**config.mk**
```make
export PLATFORM = sky130hd
export DESIGN_NAME = instr_fetch_debug_ctrl
export DESIGN_NICKNAME = d
export VERILOG_FILES = /design/src/rtl/instr_fetch_debug_ctrl.sv
export SDC_FILE = /design/constraint.sdc
export NUM_CORES = 1
export LEC_CHECK = 0
export ABC_AREA = 1
export CORE_ASPECT_RATIO = 0.7
export CORE_MARGIN = 2
export CORE_UTILIZATION = 34
export CTS_CLUSTER_DIAMETER = 150
export DETAILED_ROUTE_END_ITERATION = 8
export SYNTH_ARGS = -nofsm -noshare
export SYNTH_HDL_FRONTEND = slang
export SYNTH_SLANG_ARGS = --single-unit
```
**constraint.sdc**
```tcl
create_clock -name i_clk -period 4.4 [get_ports i_clk]
set_input_delay 0.66 -clock i_clk [delete_from_list [all_inputs] [get_ports i_clk]]
set_output_delay 0.66 -clock i_clk [all_outputs]
set_load 0.02 [all_outputs]
```
**src/rtl/instr_fetch_debug_ctrl.sv**
```systemverilog
// -----------------------------------------------------------------------------
// instr_fetch_debug_ctrl
//
// Debug controller that sits between a UART receiver and a simple pipelined
// core. Commands arrive one byte at a time:
//   'L' <N> <4*N bytes>  load N 32-bit words (MSB first) into instruction
//                        memory starting at byte address 0 (N = 0 means 256)
//   'R'                  run: advance the pipeline every cycle until 'H'
//                        arrives or the fetched instruction equals HALT_WORD
//   'S'                  advance the pipeline by exactly one cycle
//
// Byte interface: i_rx_valid is a single-cycle strobe with no back-pressure.
// A byte is consumed on the rising edge where i_rx_valid is high; the
// controller is always ready, so there is no ready signal.
//
// Ports
//   i_clk             clock, all state changes on the rising edge
//   i_rst             asynchronous active-low reset
//   i_rx_data         byte from the UART receiver
//   i_rx_valid        i_rx_data valid for this cycle only
//   i_instr           instruction currently fetched at the program counter
//   o_inst_mem_wr_en  one-cycle write strobe into instruction memory
//   o_inst_mem_addr   write byte address
//   o_inst_mem_data   write data
//   o_step            pipeline advance enable
//   o_busy            high whenever the FSM is not in IDLE
//   o_halted          one-cycle pulse when RUN ends on HALT_WORD
//   o_load_count      number of words written by the latest load
//   o_dbg_state       current FSM state encoding, for observation only
// -----------------------------------------------------------------------------
module instr_fetch_debug_ctrl #(
    parameter int unsigned      NBITS     = 32,
    parameter logic [NBITS-1:0] HALT_WORD = 32'hFFFFFFFF
) (
    input  logic             i_clk,
    input  logic             i_rst,
    input  logic [7:0]       i_rx_data,
    input  logic             i_rx_valid,
    input  logic [NBITS-1:0] i_instr,
    output logic             o_inst_mem_wr_en,
    output logic [NBITS-1:0] o_inst_mem_addr,
    output logic [NBITS-1:0] o_inst_mem_data,
    output logic             o_step,
    output logic             o_busy,
    output logic             o_halted,
    output logic [8:0]       o_load_count,
    output logic [2:0]       o_dbg_state
);

    typedef enum logic [2:0] {
        IDLE      = 3'd0,
        LOAD_CNT  = 3'd1,
        LOAD_DATA = 3'd2,
        RUN       = 3'd3,
        STEP      = 3'd4
    } state_t;

    localparam logic [7:0] CMD_LOAD = 8'h4C;  // 'L'
    localparam logic [7:0] CMD_RUN  = 8'h52;  // 'R'
    localparam logic [7:0] CMD_STEP = 8'h53;  // 'S'
    localparam logic [7:0] CMD_HALT = 8'h48;  // 'H'

    state_t           r_state;
    logic [8:0]       r_count_n;   // words expected in this load, 1..256
    logic [1:0]       r_byte_idx;  // byte position inside the current word
    // Only the three earlier bytes of a word need holding: the fourth byte
    // is taken straight from i_rx_data on the cycle the word is written.
    logic [23:0]      r_asm;
    logic [NBITS-1:0] r_wr_addr;   // address the next word will be written to

    logic             r_wr_en;
    logic [NBITS-1:0] r_mem_addr;
    logic [NBITS-1:0] r_mem_data;
    logic             r_step;
    logic             r_busy;
    logic             r_halted;
    logic [8:0]       r_load_count;

    logic [31:0]      w_word;
    logic             w_is_halt_instr;
    logic             w_is_halt_cmd;
    logic [8:0]       w_next_count;

    assign w_word          = {r_asm, i_rx_data};
    assign w_is_halt_instr = (i_instr == HALT_WORD);
    assign w_is_halt_cmd   = i_rx_valid && (i_rx_data == CMD_HALT);
    assign w_next_count    = r_load_count + 9'd1;

    always_ff @(posedge i_clk or negedge i_rst) begin
        if (!i_rst) begin
            r_state      <= IDLE;
            r_count_n    <= '0;
            r_byte_idx   <= '0;
            r_asm        <= '0;
            r_wr_addr    <= '0;
            r_wr_en      <= 1'b0;
            r_mem_addr   <= '0;
            r_mem_data   <= '0;
            r_step       <= 1'b0;
            r_busy       <= 1'b0;
            r_halted     <= 1'b0;
            r_load_count <= '0;
        end else begin
            // Strobes default low; they are raised only on the cycle they fire.
            r_wr_en  <= 1'b0;
            r_halted <= 1'b0;

            case (r_state)
                IDLE: begin
                    if (i_rx_valid) begin
                        case (i_rx_data)
                            CMD_LOAD: begin
                                r_state      <= LOAD_CNT;
                                r_busy       <= 1'b1;
                                r_load_count <= '0;
                            end
                            CMD_RUN: begin
                                r_state <= RUN;
                                r_busy  <= 1'b1;
                                r_step  <= 1'b1;
                            end
                            CMD_STEP: begin
                                r_state <= STEP;
                                r_busy  <= 1'b1;
                                r_step  <= 1'b1;
                            end
                            default: ;
                        endcase
                    end
                end

                LOAD_CNT: begin
                    if (i_rx_valid) begin
                        r_count_n  <= (i_rx_data == 8'd0) ? 9'd256 : {1'b0, i_rx_data};
                        r_byte_idx <= '0;
                        r_wr_addr  <= '0;
                        r_state    <= LOAD_DATA;
                    end
                end

                LOAD_DATA: begin
                    // Every byte here is data, including command codes.
                    if (i_rx_valid) begin
                        r_asm      <= w_word[23:0];
                        r_byte_idx <= r_byte_idx + 2'd1;
                        if (r_byte_idx == 2'd3) begin
                            r_wr_en      <= 1'b1;
                            r_mem_data   <= NBITS'(w_word);
                            r_mem_addr   <= r_wr_addr;
                            r_wr_addr    <= r_wr_addr + NBITS'(4);
                            r_load_count <= w_next_count;
                            if (w_next_count == r_count_n) begin
                                r_state <= IDLE;
                                r_busy  <= 1'b0;
                            end
                        end
                    end
                end

                RUN: begin
                    // o_step stays high through the cycle that sees the
                    // terminating condition and drops on the following edge.
                    if (w_is_halt_instr || w_is_halt_cmd) begin
                        r_state  <= IDLE;
                        r_busy   <= 1'b0;
                        r_step   <= 1'b0;
                        r_halted <= w_is_halt_instr;
                    end
                end

                STEP: begin
                    r_state <= IDLE;
                    r_busy  <= 1'b0;
                    r_step  <= 1'b0;
                end

                default: begin
                    r_state <= IDLE;
                    r_busy  <= 1'b0;
                    r_step  <= 1'b0;
                end
            endcase
        end
    end

    assign o_inst_mem_wr_en = r_wr_en;
    assign o_inst_mem_addr  = r_mem_addr;
    assign o_inst_mem_data  = r_mem_data;
    assign o_step           = r_step;
    assign o_busy           = r_busy;
    assign o_halted         = r_halted;
    assign o_load_count     = r_load_count;
    assign o_dbg_state      = r_state;

endmodule
```
==> results.ini <==
[critical_path]
end_kind=register
critical_path_class=in2reg
critical-path-top-delay-family=simple AND/OR/NAND/NOR gates
crit_path_start_kind=input pin
cp.required_ps=4710
crit_chain=clkdlybuf4s50_1 > inv_2 > nor2_4 > inv_2 > nand2_2 > nand2_4 > nor2_4 > nand3_1 > o21ai_1 > a21oi_2
critPathArrivalTime_ps=3020
path_buf_inv=3
crit_fanout=28
cpMaxStageDelayCell=clkdlybuf4s50_1
crit_path_max_incr_delay_ps=580

[cts]
numClockSinks=143
path_clk_slew_ps=60
post-cts-setup-buffers=0
clock_path_buffers=2
cts_tree=yes
hold_buffers=0
cts_made_buffers=17
root_buffer=clkbuf_16
clk_latency_ps=420
ctsHtreeMaxLevel=4
ctsResizeCount=0

[power]
power.share.switching_pct=31.95
seqPwrFrac_pct=41.3
combPwrFrac_pct=23.6
p_per_area_nw_per_um2=481.1
p_leak_nw=3.769
power.switching_w=0.001316
peakVddDrop_uv=322.7
clock_power_share_pct=35.1
power.internal_w=0.002803

[cells_and_area]
area_growth_pct=30.89
seq_area_um2=3578
nets=952
layout-drive-gt1-share_pct=5.664
design_area_um2=8563
nFillCells=1870
multi_input_area_um2=2526
antenna_cells=0

[route]
firstDrtPassIters=4
drt_wl_total_um=17290
drt-wirelength-per-cell_um=14.90
via_per_inst=4.915
final_antenna_net_count=0
vias=5701
drc=0
drt_iter0_drc=584

[global_routing]
first_global_vias=5337
grt_max_degree=123
overflow=0
antenna_found_initial=0
grtUsageTotal_pct=17.88
grt_first_pass_wirelength_um=28520

[yosys]
netlist_area_um2=6543
synth-seq-cells=143
synth_edf_count=0
yosys_warnings=0
ys_types=38
ys_seq_area_share_pct=54.69
syn_inst=788
synth_flop_cell=dfrtp_1
async_flop_share_pct=100.0
avgSynthCellArea_um2=8.303

[flow_run]
maxCapViolations=0

[timing]
hold_viol=0
relSlewSlack_pct=28.66
setup_viol=0
rsz0062_at_grt=no
finalMaxSlewViolations=0
finalClockSkew_ps=5.502
final.setup.tns_ps=0
fmax_ghz=0.3688
worstMarginPinSlew_ps=1070
period_minus_slack_ps=2711
finalCritPeriodShare_pct=61.62

[worst_hold_path]
min_path_type=in2async

[placed_design]
dp.final_hpwl_um=12260
port_buffers=120
placed_area_um2=7969
globalplace.congestion=0.8865

[floorplanning]
initial_core_util_pct=34.68
num_rows=42
io-pin-count=123
core_area_um2=18870
fp.dieArea_um2=20390
die_h_um=120.1
die_x_um=169.8

[run_status]
outcome=completed

-- power groups by stage --
stage                     Clock [W]  Sequential [W]  Combinational, W
after floorplan                   0         0.00177          0.000522
after global placement            0         0.00172          0.000959
after detailed placement          0         0.00172          0.000967
after CTS                   0.00148         0.00170          0.000975
after global routing        0.00154         0.00174           0.00109
final                       0.00145         0.00170          0.000970
-- state kept, by name, summed over array words and instances, names as in the netlist --
name	flops
o_busy	1
o_inst_mem_data	32
o_load_count	9
o_inst_mem_wr_en	1
r_count_n	9
r_byte_idx	2
o_step	1
r_asm	24
o_halted	1
o_dbg_state	3
r_wr_addr	30
o_inst_mem_addr	30
-- layout make-up --
class | instances | share of cell area, %
sequential | 143 | 41.79
multi-input combinational | 533 | 29.50
timing repair buffer | 124 | 14.39
clock buffer | 23 | 5.698
inverter | 87 | 3.843
tap | 242 | 3.536
clock inverter | 8 | 1.242
-- synthesized netlist by cell type (2+ instances only) --
master | n | area share [%]
o31ai_1 | 4 | 0.46
inv_1 | 83 | 4.8
o21ai_0 | 114 | 8.7
nand3_1 | 39 | 3.0
dfrtp_1 | 143 | 55
buf_4 | 2 | 0.23
a21oi_1 | 17 | 1.3
nor3_1 | 16 | 1.2
nand2_2 | 2 | 0.19
nor2_1 | 45 | 2.6
nand2_4 | 2 | 0.34
nand3b_1 | 2 | 0.23
nor4_1 | 7 | 0.67
ha_1 | 3 | 0.57
xor2_1 | 5 | 0.67
inv_2 | 3 | 0.17
clkbuf_1 | 22 | 1.3
nand4_1 | 27 | 2.6
o22ai_1 | 5 | 0.48
nand2_1 | 223 | 13
nor2_4 | 4 | 0.69
o21ai_1 | 2 | 0.15
nor2_2 | 3 | 0.29
-- final timing paths --
check / startpoint / endpoint / slack, ps / cells past startpoint
max: i_rx_valid / r_wr_addr[18] / 1690 / 10
min: i_rst / o_inst_mem_data[26] / 320 / 1
max reg2reg: o_dbg_state[2] / r_wr_addr[18] / 1840 / 10
min reg2reg: o_inst_mem_addr[21] / o_inst_mem_addr[21] / 470 / 2
max in group asynchronous: i_rst / o_inst_mem_addr[24] / 3190 / 2
min in group i_clk: o_inst_mem_addr[21] / o_inst_mem_addr[21] / 470 / 2
-- layout by cell type, fill, tap and decap left out, drive strengths merged --
| master | n |
|---|---|
| a31oi | 1 |
| xor2 | 5 |
| ha | 3 |
| a41oi | 1 |
| o21ai | 116 |
| o211a | 1 |
| inv | 87 |
| nand3b | 2 |
| a211oi | 1 |
| buf | 5 |
| a21oi | 18 |
| o21bai | 1 |
| bufinv | 2 |
| nand2 | 227 |
| conb | 2 |
| o21a | 1 |
| xnor2 | 1 |
| nor3 | 17 |
| nor3b | 1 |
| clkinv | 4 |
| clkinvlp | 2 |
| nor2 | 53 |
| nor4 | 7 |
| clkbuf | 23 |
| nand4 | 27 |
| nand3 | 39 |
| dfrtp | 143 |
| o31ai | 4 |
| clkdlybuf4s50 | 119 |
| o22ai | 5 |
-- kinds of logic (layout without fill, tap and decap cells) --
group                      count (synthesis)  count (layout)  share of synthesized area (%)
buffers and inverters                    113             242                          6.751
other                                      1               2                        0.05732
and+or+nand+nor                          373             373                          25.15
adders and majority gates                  3               3                         0.5738
xor gates and xnor gates                   6               6                         0.8032
AOI/OAI and AO/OA                        149             149                          11.97
DFF                                      143             143                          54.69
-- per-layer routing --
layer  part of all wire, %  routed length [um]  global-route usage, %
met1                    55                9536                  28.86
met2                    36                6240                  22.02
met3                   8.2                1413                  6.629
met4                  0.55                  95                  3.579
met5                     0                   0                      0
-- through the flow --
step / setup slack, ps / hold slack (ps) / util [%] / total power [W] / instances
2_1_floorplan: 2506 / 364.4 / - / 0.002291 / 789
3_3_place_gp: 1348 / 456.6 / 42.24 / 0.002680 / 1129
3_5_place_dp: 1274 / 461.5 / 42.24 / 0.002687 / 1129
4_1_cts: 1723 / 351.1 / 45.39 / 0.004157 / 1160
5_1_grt: 1469 / 385.6 / 45.39 / 0.004369 / 1160
6_report: 1689 / 318.5 / 45.39 / 0.004119 / 1160
(Power assumes the default switching activity.)
